### src/rtl/sb_pkg.sv
// Shared constants and types for the GPR hazard scoreboard.
// Holds default sizing, the counter ceiling, event-type encodings and the
// per-entry event bundle handed from the decoder in the top to each entry.
package sb_pkg;

  localparam int unsigned SB_NUM_REGS = 32;
  localparam int unsigned SB_CNT_W    = 2;
  localparam int unsigned SB_CNT_MAX  = (1 << SB_CNT_W) - 1;
  localparam int unsigned SB_DEST_W   = 5;

  // Event kinds that can touch a scoreboard entry
  typedef enum logic [1:0] {
    EV_NONE   = 2'd0,
    EV_ISSUE  = 2'd1,
    EV_LDRDY  = 2'd2,
    EV_RETIRE = 2'd3
  } sb_event_e;

  // Decoded per-register events for one cycle
  typedef struct packed {
    logic issue;
    logic issue_is_load;
    logic ldrdy;
    logic retire;
  } sb_evt_t;

endpackage

### src/rtl/sb_entry.sv
// One scoreboard entry: saturating in-flight writer counter plus the
// load-pending bit for a single architectural register.
// Ports:
//   clk, resetn      clock, async active-low reset
//   evt              decoded issue/ldrdy/retire events for this register
//   count            registered in-flight writer count
//   ld_pend          registered: youngest writer is a load whose data is not ready
//   ovf_c / unf_c    combinational pulses: issue at ceiling / retire at zero
module sb_entry
  import sb_pkg::*;
#(
  parameter int unsigned CNT_W = SB_CNT_W
) (
  input  logic             clk,
  input  logic             resetn,
  input  sb_evt_t          evt,
  output logic [CNT_W-1:0] count,
  output logic             ld_pend,
  output logic             ovf_c,
  output logic             unf_c
);

  localparam logic [CNT_W-1:0] CNT_MAX = {CNT_W{1'b1}};

  logic [CNT_W-1:0] count_nxt;
  logic             ld_pend_nxt;

  // Next-state: issue and retire together cancel; otherwise saturate/hold
  always_comb begin
    count_nxt   = count;
    ld_pend_nxt = ld_pend;
    ovf_c       = 1'b0;
    unf_c       = 1'b0;

    case ({evt.issue, evt.retire})
      2'b10: begin
        if (count == CNT_MAX) ovf_c = 1'b1;
        else                  count_nxt = count + CNT_W'(1);
      end
      2'b01: begin
        if (count == '0) unf_c = 1'b1;
        else             count_nxt = count - CNT_W'(1);
      end
      default: ;
    endcase

    // A new issue is always the youngest writer, so it wins over ldrdy
    if (evt.issue)
      ld_pend_nxt = evt.issue_is_load;
    else if (evt.ldrdy || (evt.retire && (count_nxt == '0)))
      ld_pend_nxt = 1'b0;
  end

  // State register
  always_ff @(posedge clk or negedge resetn) begin
    if (!resetn) begin
      count   <= '0;
      ld_pend <= 1'b0;
    end else begin
      count   <= count_nxt;
      ld_pend <= ld_pend_nxt;
    end
  end

endmodule

### src/rtl/hazard_scoreboard.sv
// GPR hazard scoreboard: tracks in-flight writers per register and flags
// load-use hazards for the instruction sitting in ID.
// Ports:
//   clk, resetn                           clock, async active-low reset
//   issue_valid/issue_dest/issue_is_load  writer leaving ID
//   ldrdy_valid/ldrdy_dest                load data forwardable from MEM
//   retire_valid/retire_dest              regfile write committed in WB
//   rs1/rs1_en/rs2/rs2_en                 ID source operands
//   stall                                 combinational load-use hazard
//   busy_vec                              per-register count != 0
//   idle                                  no writer in flight anywhere
//   err_ovf/err_unf                       sticky counter overflow/underflow
// Build option: define HAZARD_SCOREBOARD_ERR_CHECK_EN to enable the error
// flags; without it they stay 0 while counters still saturate/hold.
module hazard_scoreboard
  import sb_pkg::*;
#(
  parameter int unsigned NUM_REGS = SB_NUM_REGS,
  parameter int unsigned CNT_W    = SB_CNT_W
) (
  input  logic                clk,
  input  logic                resetn,
  input  logic                issue_valid,
  input  logic [4:0]          issue_dest,
  input  logic                issue_is_load,
  input  logic                ldrdy_valid,
  input  logic [4:0]          ldrdy_dest,
  input  logic                retire_valid,
  input  logic [4:0]          retire_dest,
  input  logic [4:0]          rs1,
  input  logic                rs1_en,
  input  logic [4:0]          rs2,
  input  logic                rs2_en,
  output logic                stall,
  output logic [NUM_REGS-1:0] busy_vec,
  output logic                idle,
  output logic                err_ovf,
  output logic                err_unf
);

  localparam int unsigned IDX_W    = SB_DEST_W;
  localparam int unsigned IDX_SPAN = 1 << IDX_W;

`ifdef HAZARD_SCOREBOARD_ERR_CHECK_EN
  localparam bit ERR_EN = 1'b1;
`else
  localparam bit ERR_EN = 1'b0;
`endif

  logic [CNT_W-1:0]    count [NUM_REGS];
  logic [NUM_REGS-1:0] ld_pend;
  logic [NUM_REGS-1:0] ovf_vec;
  logic [NUM_REGS-1:0] unf_vec;
  logic [IDX_SPAN-1:0] ld_pend_ext;

  // Register 0 is hardwired: never busy, never pending
  assign count[0]   = '0;
  assign ld_pend[0] = 1'b0;
  assign ovf_vec[0] = 1'b0;
  assign unf_vec[0] = 1'b0;

  // One entry per tracked register; dest decode lives here
  for (genvar i = 1; i < NUM_REGS; i++) begin : g_entry
    sb_evt_t evt;

    assign evt.issue         = issue_valid  && (issue_dest  == IDX_W'(i));
    assign evt.issue_is_load = issue_is_load;
    assign evt.ldrdy         = ldrdy_valid  && (ldrdy_dest  == IDX_W'(i));
    assign evt.retire        = retire_valid && (retire_dest == IDX_W'(i));

    sb_entry #(
      .CNT_W (CNT_W)
    ) u_entry (
      .clk     (clk),
      .resetn  (resetn),
      .evt     (evt),
      .count   (count[i]),
      .ld_pend (ld_pend[i]),
      .ovf_c   (ovf_vec[i]),
      .unf_c   (unf_vec[i])
    );
  end

  // Occupancy view of the counters
  always_comb begin
    busy_vec = '0;
    for (int i = 0; i < NUM_REGS; i++) begin
      busy_vec[i] = |count[i];
    end
  end

  assign idle = ~|busy_vec;

  // Widen so any 5-bit source index is in range
  assign ld_pend_ext = IDX_SPAN'(ld_pend);

  // Load-use hazard from registered state only, zero-cycle
  assign stall = (rs1_en && (rs1 != '0) && ld_pend_ext[rs1]) ||
                 (rs2_en && (rs2 != '0) && ld_pend_ext[rs2]);

  // Sticky error flags, cleared only by reset
  always_ff @(posedge clk or negedge resetn) begin
    if (!resetn) begin
      err_ovf <= 1'b0;
      err_unf <= 1'b0;
    end else begin
      if (ERR_EN && |ovf_vec) err_ovf <= 1'b1;
      if (ERR_EN && |unf_vec) err_unf <= 1'b1;
    end
  end

endmodule

### config.mk
export PLATFORM = sky130hd
export DESIGN_NAME = hazard_scoreboard
export DESIGN_NICKNAME = d
export VERILOG_FILES = /design/src/rtl/sb_pkg.sv /design/src/rtl/sb_entry.sv /design/src/rtl/hazard_scoreboard.sv
export SDC_FILE = /design/constraint.sdc
export NUM_CORES = 1
export LEC_CHECK = 0
export CORE_ASPECT_RATIO = 1.5
export CORE_UTILIZATION = 30
export CTS_CLUSTER_DIAMETER = 50
export DETAILED_ROUTE_END_ITERATION = 10
export PLACE_DENSITY = 0.49
export REMOVE_ABC_BUFFERS = 1
export SLEW_MARGIN = 40
export SYNTH_ARGS = -nofsm -noshare
export SYNTH_HDL_FRONTEND = slang
export SYNTH_SLANG_ARGS = --single-unit
### constraint.sdc
create_clock -name clk -period 3.6 [get_ports clk]
set_input_delay 0.72 -clock clk [delete_from_list [all_inputs] [get_ports clk]]
set_output_delay 0.72 -clock clk [all_outputs]
set_load 0.01 [all_outputs]
* Yosys cells after proc, flatten, opt, wreduce, memory -nomap -nowiden *
Index checks and enable logic that the tools add are counted.

word-level totals
  logic and storage cells = 759
  register bits = 93
  output and inout bits = 36
  bits of input ports = 33

cells by class
  muxes and demuxes = 159
  reductions and logical operators = 288
  add/subtract/negate cells = 62
  equal/unequal tests = 186
  $lt $le $gt $ge = 2

operator list
  kind                   number
  $eq A5 B5 Y1 const B   48
  $logic_and A1 B1 Y1    128
  $eq A2 B2 Y1 const B   62
  $logic_not A2 Y1       62
  $mux W2                62
  $pmux W2 S2            31
  $eq A5 B4 Y1 const B   24
  $mux W1                64
  $add A2 B1 Y2 const B  31
  $eq A2 B1 Y1 const B   31
  $reduce_bool A2 Y1     31
  $reduce_or A2 Y1       31
  $reduce_or A62 Y1      1
  $sub A2 B1 Y2 const B  31
  $eq A5 B3 Y1 const B   12
  $logic_or A1 B1 Y1     32
  $eq A5 B2 Y1 const B   6
  $eq A5 B1 Y1 const B   3
  $lt A5 B6 Y1 const B   2
  $bmux W1 S5            2
  $reduce_bool A5 Y1     2
  $logic_not A1 Y1       1

* Depth between registers and ports, before layout *
  depth after elaboration = 9
  mapped depth = 11
  mapped depth without buffers = 10

* Cells and area by module *
Synthesis repeated with hierarchy kept, for this count alone.

unflattened totals
  cell total of the unflattened synthesis = 989
  area total of the unflattened synthesis = 8384.3 um2

modules (own cells, without submodules)
  module             sequential area each (um2)  times used  cells each  area an instance (um2)
  sb_entry           75.1                        31          24          222.7
  hazard_scoreboard  0.0                         1           245         1480.2

* Least setup slack after synthesis *
OpenSTA, ideal clock, no wires.

  path type = input port to output port
  from = input port rs1[0]
  to = output port stall
  stages = 6
  setup slack = 703 ps
  path buffers = 1
  required time = 2880 ps
  arrival time = 2177 ps
  cell sequence = clkbuf_1 > mux4_2 > nor2b_1 > nor3_1 > o311ai_1 > o311ai_1

between the ends
  cells in the longest elaborated chain, start to end = 4
  elaborated cells on any way between the ends = 6
  those cells by class = mux (2); reduce/logical (4)

RTL lines
  what                                                                         RTL line                 text
  start: declaration                                                           hazard_scoreboard.sv:30  input logic [4:0] rs1,
  $bmux W1 S5 / $reduce_bool A5 Y1 (equally long branches)                     hazard_scoreboard.sv:98  assign stall = (rs1_en && (rs1 != '0) && ld_pend_ext[rs1]) ||
  $mux W1 (not written as such) / $logic_and A1 B1 Y1 (equally long branches)  hazard_scoreboard.sv:98
  $logic_and A1 B1 Y1 *                                                        hazard_scoreboard.sv:98
  $logic_or A1 B1 Y1 *                                                         hazard_scoreboard.sv:98
  end: declaration                                                             hazard_scoreboard.sv:34  output logic stall,

Mark *: on every way between the ends. The rest lies on a longest branch, timed or not. The select of a mux whose other input is x is not followed.

* Worst setup path after layout *
  from = register g_entry[5].u_entry.count[1]
  to = output port idle

between the ends
  cells in the longest elaborated chain, start to end = 2

RTL lines
  what                      RTL line                 text
  start: declaration        sb_entry.sv:17           output logic [CNT_W-1:0] count,
  start signal: assignment  sb_entry.sv:60           count <= count_nxt;
  $reduce_or A62 Y1         hazard_scoreboard.sv:92  assign idle = ~|busy_vec;
  $logic_not A1 Y1          hazard_scoreboard.sv:92
  end: declaration          hazard_scoreboard.sv:36  output logic idle,

Every way passes these cells.

==> impl_metrics.csv <==
group,metric,value,unit
global_route,grt_max_degree,53,
timing,period_share,0.976,
pwr,p_per_area,299,nW/um^2
clock_tree,cts_sinks,93,
floorplan,start_util,0.305,
critical_path,critPathMaxFanout,4,
timing,relSlewSlack,0.510,
yosys,ys_async_sr_fraction,1.00,
place,dp_cells,1302,
cells_and_area,design_area,8860,sq um
hold_path,hold_class,"in2async",
timing,period_needed,3.51,ns
place,placed_cell_area,8550,sq um
floorplan,die_area,24700,sq um
floorplan,ioPinCount,69,
yosys,synth-edff-count,0,
floorplan,die_w,129,um
pwr,clock_power_share,0.381,
clock_tree,cts_hold_buf,0,
routing,via_count,6589,
clock_tree,clockBufferDepth,2,
place,portBuffers,65,
yosys,synthesis.area,7220,sq um
cells_and_area,fin_nets,1089,
timing,tns,0,ns
cells_and_area,instances_no_fill,1318,
pwr,vdd_drop_max,195,uV
timing,fmax,285,MHz
timing,finalSetupViolCount,0,
clock_tree,cts_made_buffers,9,
critical_path,r2r-end,"g_entry[8].u_entry.ld_pend",
timing,worst-slew-pin-transition,0.736,ns
critical_path,reg2reg_depth,5,
global_route,grt_first_pass_wirelength,34.6,mm
pwr,p_int,1.89,mW
run,maxCapViolations,0,
floorplan,rows,69,
floorplan,die_h,192,um
floorplan,fp.coreArea,23700,sq um
place,place_congestion,0.844,
cells_and_area,fill_cells,2503,
pwr,swShare,0.287,
timing,slew_violations,0,
routing,drcViolationCount,0,
cells_and_area,diodes,0,
yosys,synth_area_per_cell,8.15,sq um
clock_tree,cts_root_buffer,"clkbuf_16",
routing,first_pass_iters,5,
critical_path,start_kind,"register",
routing,vias_per_cell,5.00,
critical_path,r2r_slack,2.10,ns
yosys,synth_seq_area_share,0.323,
pwr,pwr-share-seq,0.443,
critical_path,arrival,2.79,ns
pwr,p_leak,4.12,nW
routing,drtAntennaViolNets,0,
critical_path,r2r-start,"g_entry[8].u_entry.count[0]",
pwr,switchingPower,760,uW
place,pre_cts_slack,-0.0570,ns
clock_tree,post_cts_buffers,0,
global_route,grt_pass1_vias,6363,
pwr,power,2.65,mW
global_route,overflow,0,
timing,worst_slack,0.0877,ns
yosys,synth_ff_type,"dfrtp_1",
global_route,gr-usage-all-layers,0.187,
critical_path,path_class,"reg2out",
routing,drtIter0Drc,270,
timing,clock-skew-final,0.0126,ns
yosys,synth_cells,885,
timing,hold_violations,0,
critical_path,setup.worst_path.end_class,"output port",
place,dp_hpwl,18.1,mm
clock_tree,clk_latency,0.36,ns
clock_tree,h-tree-depth,3,
pwr,p_comb_frac,0.176,
routing,post_drt_wl_per_cell,16.9,um
yosys,ys_types,41,
clock_tree,cts_tree,"done",
cells_and_area,drive_gt1_frac,0.127,
cells_and_area,syn_to_final_growth,22.8,%
critical_path,worstPathRequired,2.88,ns
yosys,yosysWarnings,2,
clock_tree,path_clk_slew,0.07,ns
global_route,antenna_found_initial,0,
status,outcome,"completed",
timing,rsz0062_at_grt,"false",
yosys,synth_seq_cells,93,
routing,drt-total-wl,22.2,mm
sequential cells by signal (all words and copies together), names as in the netlist:
| register | flops |
|---|---|
| g_entry.u_entry.ld_pend | 31 |
| g_entry.u_entry.count | 62 |
cell families after synthesis:
logic type	synth area share
flip-flops	0.323
other	0.000520
AO/OA/AOI/OAI	0.197
multiplexers	0.0727
AND/OR/NAND/NOR	0.233
buffers and inverters	0.0668
adder cells (fa/ha/maj)	0.108
layer usage:
metal	routed length, um	vias up	global-route usage
li1	-	3269	-
met1	9740	3167	0.229
met2	11000	118	0.326
met3	668	35	0.0212
met4	845	0	0.0905
met5	0	-	0
worst max-delay path by stage:
stage               slack [ns]  cells past startpoint  endpoint                   startpoint
floorplan                 0.87                      4      idle  g_entry[5].u_entry.count[1]
global placement         -0.06                      7     stall                       rs1[1]
detailed placement       -0.06                      7     stall                       rs1[1]
CTS                     0.0007                      8     stall                       rs1[0]
global route              0.04                      5      idle  g_entry[5].u_entry.count[1]
finish                    0.09                      5      idle  g_entry[5].u_entry.count[1]
critical path, stage by stage (launching register included):
cell	delay (ns)
dfrtp_1	0.41
or2_1	0.26
or4_1	0.58
or4_1	0.52
nor4_2	0.35
dlygate4sd2_1	0.32
power by group through the flow:
stage	clock network [mW]	logic (mW)	registers, mW
2_1_floorplan	0	0.246	1.15
3_3_place_gp	0	0.471	1.19
3_5_place_dp	0	0.470	1.19
4_1_cts	1.03	0.470	1.17
5_1_grt	1.07	0.511	1.18
6_report	1.01	0.465	1.18
synth_stat cells (3+ instances only):
| cell type | n | area (sq um) |
|---|---|---|
| dfrtp_1 | 93 | 2330 |
| a21o_1 | 14 | 105 |
| o31ai_1 | 17 | 128 |
| nor3_1 | 21 | 105 |
| buf_4 | 3 | 22.5 |
| a41oi_1 | 14 | 123 |
| mux2i_1 | 4 | 40.0 |
| and2_1 | 17 | 106 |
| o31a_1 | 15 | 131 |
| a221o_1 | 15 | 150 |
| inv_2 | 10 | 37.5 |
| mux4_2 | 13 | 293 |
| mux2_2 | 16 | 180 |
| nand2b_1 | 27 | 169 |
| or2_2 | 22 | 138 |
| nor2_1 | 34 | 128 |
| or4_1 | 8 | 60.1 |
| o21ai_1 | 24 | 120 |
| ha_1 | 62 | 776 |
| inv_1 | 99 | 372 |
| or2_1 | 12 | 75.1 |
| nand2_1 | 141 | 529 |
| nor2b_1 | 33 | 206 |
| a21oi_1 | 31 | 155 |
| nand3_1 | 20 | 100 |
| nand4_1 | 4 | 25.0 |
| clkbuf_1 | 10 | 37.5 |
| o21ai_0 | 87 | 435 |
through the flow:
| step | util | hold slack (ns) |
|---|---|---|
| floorplan | - | 0.424 |
| global placement | 0.362 | 0.535 |
| detailed placement | 0.362 | 0.531 |
| CTS | 0.374 | 0.446 |
| global route | 0.375 | 0.476 |
| finish | 0.375 | 0.415 |
layout make-up:
cell class	instances	area, sq um	share of cell area
Clock inverter	5	60.1	0.00678
Inverter	110	413	0.0466
Sequential cell	93	2330	0.263
Clock buffer	11	243	0.0274
Multi-Input combinational cell	669	4420	0.499
Tap cell	319	399	0.0451
Timing Repair Buffer	111	1000	0.113
cell usage in the layout (no fill, tap or decap), types with 3 or more instances in the layout:
cell type,instances
nand4_1,4
nor3_1,21
o21ai_1,24
inv_2,10
o21ai_0,87
inv_1,99
clkbuf_16,9
conb_1,3
dlygate4sd2_1,3
a21oi_1,31
mux4_2,13
nand3_1,20
or4_1,7
clkdlybuf4s50_1,59
o31ai_1,17
ha_1,62
o31a_1,15
a221o_1,15
nand2b_1,27
or2_2,22
nand2_1,141
mux2i_1,4
or2_1,12
dfrtp_1,93
nor2b_1,33
and2_1,17
a41oi_1,14
buf_4,46
mux2_2,16
nor2_1,34
a21o_1,14
timing repair:
item	in CTS	in global routing
endpoints found under the hold margin	0	0
endpoints found under the setup margin	2	1
cloned	0	0
resized for setup	4	1
(Power assumes the default switching activity.)
